**src/rtl/clk_divider_by8_counter.sv**
```systemverilog
// Free-running 2^CNT_W divider: count, terminal strobe and 50%-duty divided clock, all flop-driven.
// Optional CLKDIV_TAPS_EN adds div2_clk/div4_clk taps (registered count bits 0 and 1).
`timescale 1ns/100ps
module clk_divider_by8_counter #(
    parameter int unsigned CNT_W = 3
) (
    input  logic             clk,
    input  logic             resetn,
    output logic [CNT_W-1:0] o_count,
    output logic             o_count_end,
    output logic             div8_clk
`ifdef CLKDIV_TAPS_EN
    ,
    output logic             div2_clk,
    output logic             div4_clk
`endif
);

    logic [CNT_W-1:0] count_next;

    always_comb begin
        count_next = o_count + CNT_W'(1);
    end

    // Strobe and divided clocks are loaded from count_next so they line up with o_count
    // while still coming straight out of their own flops.
    always_ff @(posedge clk or posedge resetn) begin
        if (resetn) begin
            o_count     <= '0;
            o_count_end <= 1'b0;
            div8_clk    <= 1'b0;
        end else begin
            o_count     <= count_next;
            o_count_end <= (count_next == '1);
            div8_clk    <= count_next[CNT_W-1];
        end
    end

`ifdef CLKDIV_TAPS_EN
    always_ff @(posedge clk or posedge resetn) begin
        if (resetn) begin
            div2_clk <= 1'b0;
            div4_clk <= 1'b0;
        end else begin
            div2_clk <= count_next[0];
            div4_clk <= count_next[1];
        end
    end
`endif

endmodule

```
**config.mk**
```make
export PLATFORM = sky130hd
export DESIGN_NAME = clk_divider_by8_counter
export DESIGN_NICKNAME = d
export VERILOG_FILES = /design/src/rtl/clk_divider_by8_counter.sv
export SDC_FILE = /design/constraint.sdc
export NUM_CORES = 1
export LEC_CHECK = 0
export BUFFER_PORTS_ARGS = -buffer_cell sky130_fd_sc_hd__buf_2
export CORE_AREA = 2 2 39 41
export CTS_CLUSTER_SIZE = 16
export DETAILED_ROUTE_END_ITERATION = 6
export DIE_AREA = 0 0 41 43
export PLACE_DENSITY = 0.41
export SLEW_MARGIN = 10
export SYNTH_ARGS = -nofsm -noshare
export SYNTH_HDL_FRONTEND = slang
export SYNTH_SLANG_ARGS = --single-unit
```
**constraint.sdc**
```tcl
create_clock -name clk -period 2.5 [get_ports clk]
set_clock_uncertainty 0.2 [all_clocks]
set_input_delay 0.25 -clock clk [delete_from_list [all_inputs] [get_ports clk]]
set_output_delay 0.25 -clock clk [all_outputs]
set_load 0.005 [all_outputs]
```
## After elaboration in Yosys (flattened, before gate mapping)

Index checks and enable logic that the tools add are counted.

- Bits in registers: 5
- Input bits: 2
- Output and inout bits: 5
- Logic and storage cells: 5

- Add/subtract/negate cells: 1
- Equal/unequal tests: 1

Operators with widths:

| kind | number |
|---|---|
| $add A3 B1 Y3 const B | 1 |
| $eq A3 B3 Y1 const B | 1 |

## Longest topological paths before layout

Gate-level depths: netlist of the first run.

- Word-level depth: 2
- Gate-level depth with buffers: 3
- Depth with buffers taken out: 3

## Least setup slack after synthesis of the first run

OpenSTA, ideal clock, no wires.

- Path type: flip-flop to flip-flop
- From: reg o_count[0]
- To: reg o_count_end
- Library setup time: 0.119 ns
- Arrival: 0.894 ns
- Required time: 2.181 ns
- Setup slack: 1.287 ns
- Stages on the path, launching flop included: 4
- Path buffers: 0
- Period minus slack after synthesis: 1.213 ns
- Path through: dfrtp_1 > ha_1 > xor2_1 > and2_1

- Cells in the longest elaborated chain, start to end: 2

RTL lines:

| element | line | text |
|---|---|---|
| start, declared | 9 | `output logic [CNT_W-1:0] o_count,` |
| start signal, assigned | 33 | `o_count <= count_next;` |
| $add A3 B1 Y3 | 22 | `count_next = o_count + CNT_W'(1);` |
| named net count_next[2] | 19 | `logic [CNT_W-1:0] count_next;` |
| $eq A3 B3 Y1 | 34 | `o_count_end <= (count_next == '1);` |
| end signal, assigned | 34 |  |
| end, declared | 10 | `output logic o_count_end,` |

The timed path passes the listed nets, and every way through them passes these cells.

## Worst setup path in the final report of the first run

Same ends and word-level chain as after synthesis.

==> summary.txt, run 1 <==
Layout
  • Final cell count without fillers: 37
  • Share of cells above drive strength 1: 42.9%
  • Fin nets: 27
  • Multi-input logic area: 40.0 um^2
  • # diodes: 0
  • Area grow syn2layout: 47.2%
  • Reg area: 100 um^2
  • Fill count: 157

Global routing
  • Total track usage: 4.23%
  • Vias in the first global route: 113
  • Grt ovf: 0
  • First-pass GRT wire length: 400 um
  • Largest net degree at the start of global routing: 5
  • Initial antenna violation count: 0

CTS
  • # H-tree levels: 1
  • CTS buffer count: 3
  • CTS root buf: clkbuf_4
  • Clk buf depth: 2
  • Clock Latency Late Sink: 0.23 ns
  • CTS tree: built
  • Clock transition at path regs: 0.04 ns
  • PostCTS Resize Cnt: 0
  • Clock sink count: 4

Timing
  • Relative slew slack: 90.1%
  • RSZ-0062 raised after global routing: false
  • Max frequency: 815 MHz
  • Minimum clock period: 1.23 ns
  • Sum Neg Setup Slack: 0 ns
  • Worst slew pin tran: 0.148 ns
  • Final Slew Violations: 0
  • Fin crit share: 49.1%
  • Final setup fails: 0
  • Final Hold Vio Count: 0

Critical path
  • Slowest CP cell: dfrtp_1
  • Top delay family on crit path: flip-flops
  • Setup CP Type: register to register
  • Crit-path max cell delay: 0.38 ns
  • Data required, critical path: 2.42 ns
  • Critical Path AT: 1.14 ns
  • Crit path capture type: register
  • Crit path launch type: register
  • Crit path max fanout: 3
  • CP bufs+invs: 0
  • CP cell instances: ha_1, xor2_1, and2_1

Synth
  • Cell count after synthesis: 12
  • Syn Std Cell Area: 159 um^2
  • Synthesis Warnings: 0
  • Cell taking the most area after synthesis: dfrtp_1
  • FF+latch count, synth: 4
  • Sequential area share after synthesis: 63.0%
  • Synth Flop Type: dfrtp_1
  • Count leader, synth: dfrtp_1
  • Yosys top cell area share: 63.0%
  • Commonest cells in the netlist: dfrtp_1, inv_1, ha_1
  • Syn_area_per_cell: 13.2 um^2
  • Synth area leaders: dfrtp_1, ha_1, inv_1
  • Unique masters post-synth: 6
  • Syn Nets: 16
  • Async set-reset flop share out of synthesis: 100%
  • EDFF count, synth: 0

Power
  • Switching share of power: 17.4%
  • Pleak: 0.145 nW
  • P_int: 0.000120 W
  • NetSw: 0.0000254 W
  • Sequential Power Share: 44.7%
  • PD cells: 623 nW/um^2
  • Part of the power in the clock network: 53.1%
  • Combinational power share: 2.2%
  • Maximum vdd ir drop: 129 uV

Detailed routing
  • Routed len/inst: 6.43 um
  • Met2 wire length: 108 um
  • Antenna Nets Post-Route: 0
  • Metal-1 WL: 90 um
  • Residual DRC: 0
  • Met3 wire length: 38 um
  • Vias per cell: 2.89
  • Number of DRC markers in iteration 0: 3
  • Top routing layer in use: met3
  • DRT Wirelength: 238 um
  • Vias: 107
  • TritonRoute pass-1 iters: 4

Floorplan
  • # IOs: 7
  • CORE AREA: 1380 um^2
  • Die height: 43 um
  • # rows: 14
  • Die Footprint: 1760 um^2
  • Starting Density: 11.5%
  • Die width: 41 um

Placed design
  • Port Buf Inserts: 6
  • RePlAce Congestion: 0.500
  • DP Cell Count: 33

Status
  • Outcome: finished clean

Job
  • Max Cap Viol: 0

Min path
  • Worst hold path type: input port to async pin
## through the flow
step	total power, W	hold WS [ns]	util (%)	cell area [um^2]	setup WS [ns]
2_1_floorplan	0.0000670	-0.184	-	159	1.29
3_3_place_gp	0.0000679	-0.0666	14.6	201	1.29
3_5_place_dp	0.0000681	-0.0569	14.6	201	1.27
4_1_cts	0.000150	0.244	16.9	234	1.26
5_1_grt	0.000156	0.284	16.9	234	1.23
6_report	0.000146	0.242	16.9	234	1.27
## worst paths after layout
kind                                           start               endpoint  cells past startpoint  slack [ns]
worst max-delay path            o_count[0]$_DFF_PP0_  o_count_end$_DFF_PP0_                      3        1.27
worst min-delay path                          resetn   o_count[0]$_DFF_PP0_                      3        0.24
worst max register to register  o_count[0]$_DFF_PP0_  o_count_end$_DFF_PP0_                      3        1.27
worst min register to register  o_count[0]$_DFF_PP0_   o_count[0]$_DFF_PP0_                      1        0.26
max in group asynchronous                     resetn  o_count_end$_DFF_PP0_                      3        1.71
min in group clk                o_count[0]$_DFF_PP0_   o_count[0]$_DFF_PP0_                      1        0.26
## worst min-delay path: stages
cell and delay [ns]:
dlygate4sd3_1 0.53, buf_2 0.12, inv_1 0.12
## area by class of cell
| type | instances | share of cell area [%] |
|---|---|---|
| clock buffers | 3 | 9.63 |
| well taps | 16 | 8.56 |
| repair buffers | 7 | 17.1 |
| inverters | 3 | 4.81 |
| flip-flops and latches | 4 | 42.8 |
| multi-input cells | 4 | 17.1 |
## metal layers
layer  global-route usage (%)  vias to the layer above
li1                         -                       53
met1                     3.24                       48
met2                     4.38                        6
met3                     6.28                        0
met4                     4.00                        0
met5                        0                        -
## power groups by stage
stage | Clock (W) | Sequential [W] | Combinational (W)
after CTS | 0.0000812 | 0.0000651 | 0.00000337
after global placement | 0 | 0.0000659 | 0.00000202
after detailed placement | 0 | 0.0000659 | 0.00000219
after floorplan | 0 | 0.0000659 | 0.00000108
final | 0.0000774 | 0.0000651 | 0.00000318
after global routing | 0.0000873 | 0.0000650 | 0.00000398
## cells in the final DEF (no fill, tap or decap), drive strengths merged
cell and n:
and2 1, buf 6, clkbuf 3, dfrtp 4
dlygate4sd3 1, ha 2, inv 3, xor2 1
## registers in the layout, summed over array words and instances, names as in the netlist
| signal | flops |
|---|---|
| o_count | 2 |
| div8_clk | 1 |
| o_count_end | 1 |
## logic make-up after synthesis
logic type,share of synthesized area [%]
buffers and inverters,11.8
and+or+nand+nor,3.94
xor gates and xnor gates,5.51
DFF,63.0
adders and majority gates,15.7
## repair_timing
item,4_1_cts,5_1_grt
buffers inserted,0,0
endpoints found under the hold margin,4,0
hold buffers,1,0
No activity file was read; power rests on OpenSTA's default activity.
==> inputs of run 2 (changes only) <==
clock period = 1.29 ns   (was 2.5 ns; I/O delays follow)
==> summary.txt, run 2 (synthesis results as in run 1) <==
Status
  • Outcome: finished clean

Global routing
  • Grt ovf: 0
  • Total track usage: 5.34%
  • First-pass GRT wire length: 503 um
  • Initial antenna violation count: 0
  • Largest net degree at the start of global routing: 5
  • Vias in the first global route: 123

CTS
  • Clock transition at path regs: 0.04 ns
  • Clk buf depth: 2
  • CTS buffer count: 3
  • Clock sink count: 4
  • Hold buffers post-CTS: 1
  • CTS tree: built
  • # H-tree levels: 1
  • PostCTS Resize Cnt: 0
  • CTS root buf: clkbuf_4
  • Setup Fix Bufs, Post-CTS: 0
  • Clock Latency Late Sink: 0.23 ns

Detailed routing
  • Number of DRC markers in iteration 0: 1
  • Vias: 108
  • Metal-1 WL: 124 um
  • Met2 wire length: 105 um
  • TritonRoute pass-1 iters: 2
  • Residual DRC: 0
  • DRT Wirelength: 288 um
  • Antenna Nets Post-Route: 0
  • Routed len/inst: 7.78 um
  • Met3 wire length: 59 um
  • Vias per cell: 2.92
  • Top routing layer in use: met3

Critical path
  • Crit path max fanout: 3
  • Reg2Reg Setup Slack: 0.06 ns
  • R2R cell count: 3
  • Reg-to-Reg End: o_count_end$_DFF_PP0_
  • Crit path capture type: register
  • Critical Path AT: 1.15 ns
  • R2r startpoint: o_count[0]$_DFF_PP0_
  • Data required, critical path: 1.21 ns
  • Critical path endpoint: o_count_end$_DFF_PP0_
  • Setup CP Type: register to register
  • Worst setup startpoint: o_count[0]$_DFF_PP0_
  • Crit path launch type: register

Timing
  • Final Hold Vio Count: 0
  • Final setup fails: 0
  • Worst slew pin tran: 0.173 ns
  • Worst Hold Slack: 0.126 ns
  • Final Slew Violations: 0
  • Max frequency: 813 MHz
  • Fin crit share: 95.3%
  • Sum Neg Setup Slack: 0 ns
  • Relative slew slack: 88.5%
  • RSZ-0062 raised after global routing: false
  • Minimum clock period: 1.23 ns

Layout
  • Final Util: 16.9%
  • Most frequent cells in the layout: buf_2, dfrtp_1, inv_1, clkbuf_4, ha_1
  • # diodes: 0
  • Share of cells above drive strength 1: 42.9%
  • Fill count: 152
  • Fin nets: 27
  • Biggest register: o_count
  • Max reg flops: 2
  • Top Registers: o_count: 2 flops, div8_clk: 1 flops, o_count_end: 1 flops
  • Fin area: 234 um^2
  • Area grow syn2layout: 47.2%
  • Commonest non-fill, non-tap cell in the layout: buf_2

Floorplan
  • Die height: 43 um
  • # IOs: 7
  • Die width: 41 um
  • Starting Density: 11.5%
  • # rows: 14
  • CORE AREA: 1380 um^2
  • Die Footprint: 1760 um^2

Power
  • P_int: 0.000234 W
  • Combinational power share: 2.2%
  • NetSw: 0.0000570 W
  • Sequential Power Share: 43.4%
  • Maximum vdd ir drop: 392 uV
  • Part of the power in the clock network: 54.4%
  • PD cells: 1240 nW/um^2
  • Pleak: 0.145 nW
  • Switching share of power: 19.6%

Placed design
  • Placed Area: 201 um^2
  • Port Buf Inserts: 6
  • RePlAce Congestion: 0.522

Job
  • Max Cap Viol: 0

Min path
  • Worst hold path type: input port to async pin
run 2: cell counts in the layout (fill, tap and decap cells not counted):
Identical to the previous run, type by type.
run 2: worst min-delay path by stage:
stage	to	from	depth (start not counted)	slack [ns]
6_report	div8_clk$_DFF_PP0_	resetn	3	0.13
5_1_grt	o_count[0]$_DFF_PP0_	resetn	3	0.16
4_1_cts	o_count_end$_DFF_PP0_	resetn	3	0.12
3_5_place_dp	o_count_end$_DFF_PP0_	resetn	2	-0.18
3_3_place_gp	div8_clk$_DFF_PP0_	resetn	2	-0.19
2_1_floorplan	div8_clk$_DFF_PP0_	resetn	1	-0.30
run 2: layout make-up:
class / count / area, um^2 / share of cell area (%)
timing repair buffer: 7 / 40.0 / 17.1
sequential: 4 / 100 / 42.8
inverter: 3 / 11.3 / 4.81
clock buffer: 3 / 22.5 / 9.63
multi-input combinational: 4 / 40.0 / 17.1
tap: 16 / 20.0 / 8.56
run 2: critical path, stage by stage (launching register included):
cell	delay, ns
dfrtp_1	0.39
ha_1	0.21
xor2_1	0.17
and2_1	0.16
run 2: per-layer routing:
metal | vias up | global-route usage [%]
met4 | 0 | 2.00
li1 | 52 | -
met5 | - | 0
met2 | 10 | 5.94
met1 | 46 | 4.22
met3 | 0 | 9.42
run 2: metrics by stage:
stage	instances	setup slack (ns)	power (W)
6_report	37	0.0605	0.000291
3_3_place_gp	33	0.0676	0.000132
2_1_floorplan	12	0.0769	0.000130
4_1_cts	37	0.0561	0.000299
5_1_grt	37	0.0188	0.000314
3_5_place_dp	33	0.0616	0.000132
run 2: power groups by stage:
| stage | clock, W | combinational (W) | sequential, W |
|---|---|---|---|
| after floorplan | 0 | 0.00000209 | 0.000128 |
| after global placement | 0 | 0.00000392 | 0.000128 |
| after detailed placement | 0 | 0.00000432 | 0.000128 |
| after CTS | 0.000166 | 0.00000663 | 0.000126 |
| after global routing | 0.000181 | 0.00000789 | 0.000126 |
| final | 0.000158 | 0.00000651 | 0.000126 |
==> inputs of run 3 (changes only) <==
--- a/constraint.sdc
+++ b/constraint.sdc
@@ -4,2 +4,2 @@
 set_output_delay 0.129 -clock clk [all_outputs]
-set_load 0.005 [all_outputs]
+set_load 0.02 [all_outputs]
==> summary.txt, run 3 (synthesis results as in run 1) <==
CTS
  • Clock transition at path regs: 0.05 ns
  • Hold buffers post-CTS: 1
  • # H-tree levels: 1
  • Clock Latency Late Sink: 0.24 ns
  • Clk buf depth: 2
  • CTS tree: built
  • CTS root buf: clkbuf_4
  • CTS buffer count: 3
  • Setup Fix Bufs, Post-CTS: 0
  • Clock sink count: 4
  • PostCTS Resize Cnt: 0

Power
  • PD cells: 1300 nW/um^2
  • Total power draw: 0.000313 W
  • Pleak: 0.144 nW
  • Maximum vdd ir drop: 542 uV

Detailed routing
  • TritonRoute pass-1 iters: 2
  • DRT Wirelength: 279 um
  • Vias per cell: 2.87
  • Number of DRC markers in iteration 0: 1
  • Antenna Nets Post-Route: 0
  • Routed len/inst: 7.34 um
  • Vias: 109
  • Residual DRC: 0

Layout
  • Most frequent cells in the layout: buf_2, inv_1, clkbuf_4
  • Share of cells above drive strength 1: 50.0%
  • Commonest non-fill, non-tap cell in the layout: buf_2
  • Area grow syn2layout: 51.2%
  • # diodes: 0
  • Biggest register: o_count
  • Max reg flops: 2
  • Top Registers: o_count: 2 flops, div8_clk: 1 flops, o_count_end: 1 flops
  • Fin nets: 27

Timing
  • PnR worst setup slack: 0.0440 ns
  • Max frequency: 803 MHz
  • Final Hold Vio Count: 0
  • Worst slew pin tran: 0.155 ns
  • Relative slew slack: 89.7%
  • Minimum clock period: 1.25 ns
  • Final Slew Violations: 0
  • RSZ-0062 raised after global routing: false
  • Final setup fails: 0
  • Fin crit share: 96.6%
  • Sum Neg Setup Slack: 0 ns

Critical path
  • Crit path launch type: register
  • Worst setup startpoint: o_count[0]$_DFF_PP0_
  • Crit path capture type: register
  • Critical Path AT: 1.17 ns
  • R2r startpoint: o_count[0]$_DFF_PP0_
  • Setup CP Type: register to register
  • Data required, critical path: 1.22 ns
  • Crit path max fanout: 3

Floorplan
  • Die height: 43 um
  • Die Footprint: 1760 um^2
  • CORE AREA: 1380 um^2
  • # rows: 14
  • Die width: 41 um
  • Starting Density: 11.5%
  • # IOs: 7

Global routing
  • Initial antenna violation count: 0
  • Total track usage: 4.63%
  • First-pass GRT wire length: 414 um
  • Largest net degree at the start of global routing: 5
  • Grt ovf: 0
  • Vias in the first global route: 106

Status
  • Outcome: finished clean

Job
  • Max Cap Viol: 0

Min path
  • Worst hold path type: input port to async pin

Placed design
  • RePlAce Congestion: 0.449
  • Port Buf Inserts: 6
  • Setup WS pre-CTS: 0.0530 ns
run 3: per-layer routing:
layer	global-route usage (%)	up-vias	part of all wire [%]
met5	0	-	0
met4	2.00	0	0
met3	9.42	0	18
met2	3.75	9	33
met1	4.21	48	49
li1	-	52	-
run 3: report_power, final:
group	internal (W)	switching, W	total (W)
logic	0.00000325	0.00000304	0.00000629
clock network	0.000117	0.0000641	0.000181
registers	0.000126	0	0.000126
run 3: stage by stage:
stage / instance area (um^2) / util (%) / std cells / hold slack [ns]
2_1_floorplan: 161 / - / 12 / -0.305
3_3_place_gp: 204 / 14.7 / 33 / -0.191
3_5_place_dp: 204 / 14.7 / 33 / -0.182
4_1_cts: 240 / 17.4 / 38 / 0.102
5_1_grt: 240 / 17.4 / 38 / 0.151
6_report: 240 / 17.4 / 38 / 0.113
run 3: cell type report:
class	count	area (um^2)
well taps	16	20.0
multi-input cells	4	40.0
inverters	3	11.3
clock buffers	4	26.3
flip-flops and latches	4	103
fillers	152	1140
repair buffers	7	40.0
run 3: worst max-delay path, stage by stage (launching register included):
cell     delay, ns
dfrtp_2       0.40
ha_1          0.20
xor2_1        0.17
and2_1        0.16
run 3: worst paths after layout:
check	cells past startpoint	to	slack, ns
min in group clk	1	o_count[0]$_DFF_PP0_	0.26
worst max register to register	3	o_count_end$_DFF_PP0_	0.04
worst min-delay path	3	o_count[0]$_DFF_PP0_	0.11
max in group asynchronous	3	o_count[1]$_DFF_PP0_	0.61
worst min register to register	1	o_count[0]$_DFF_PP0_	0.26
worst max-delay path	3	o_count_end$_DFF_PP0_	0.04
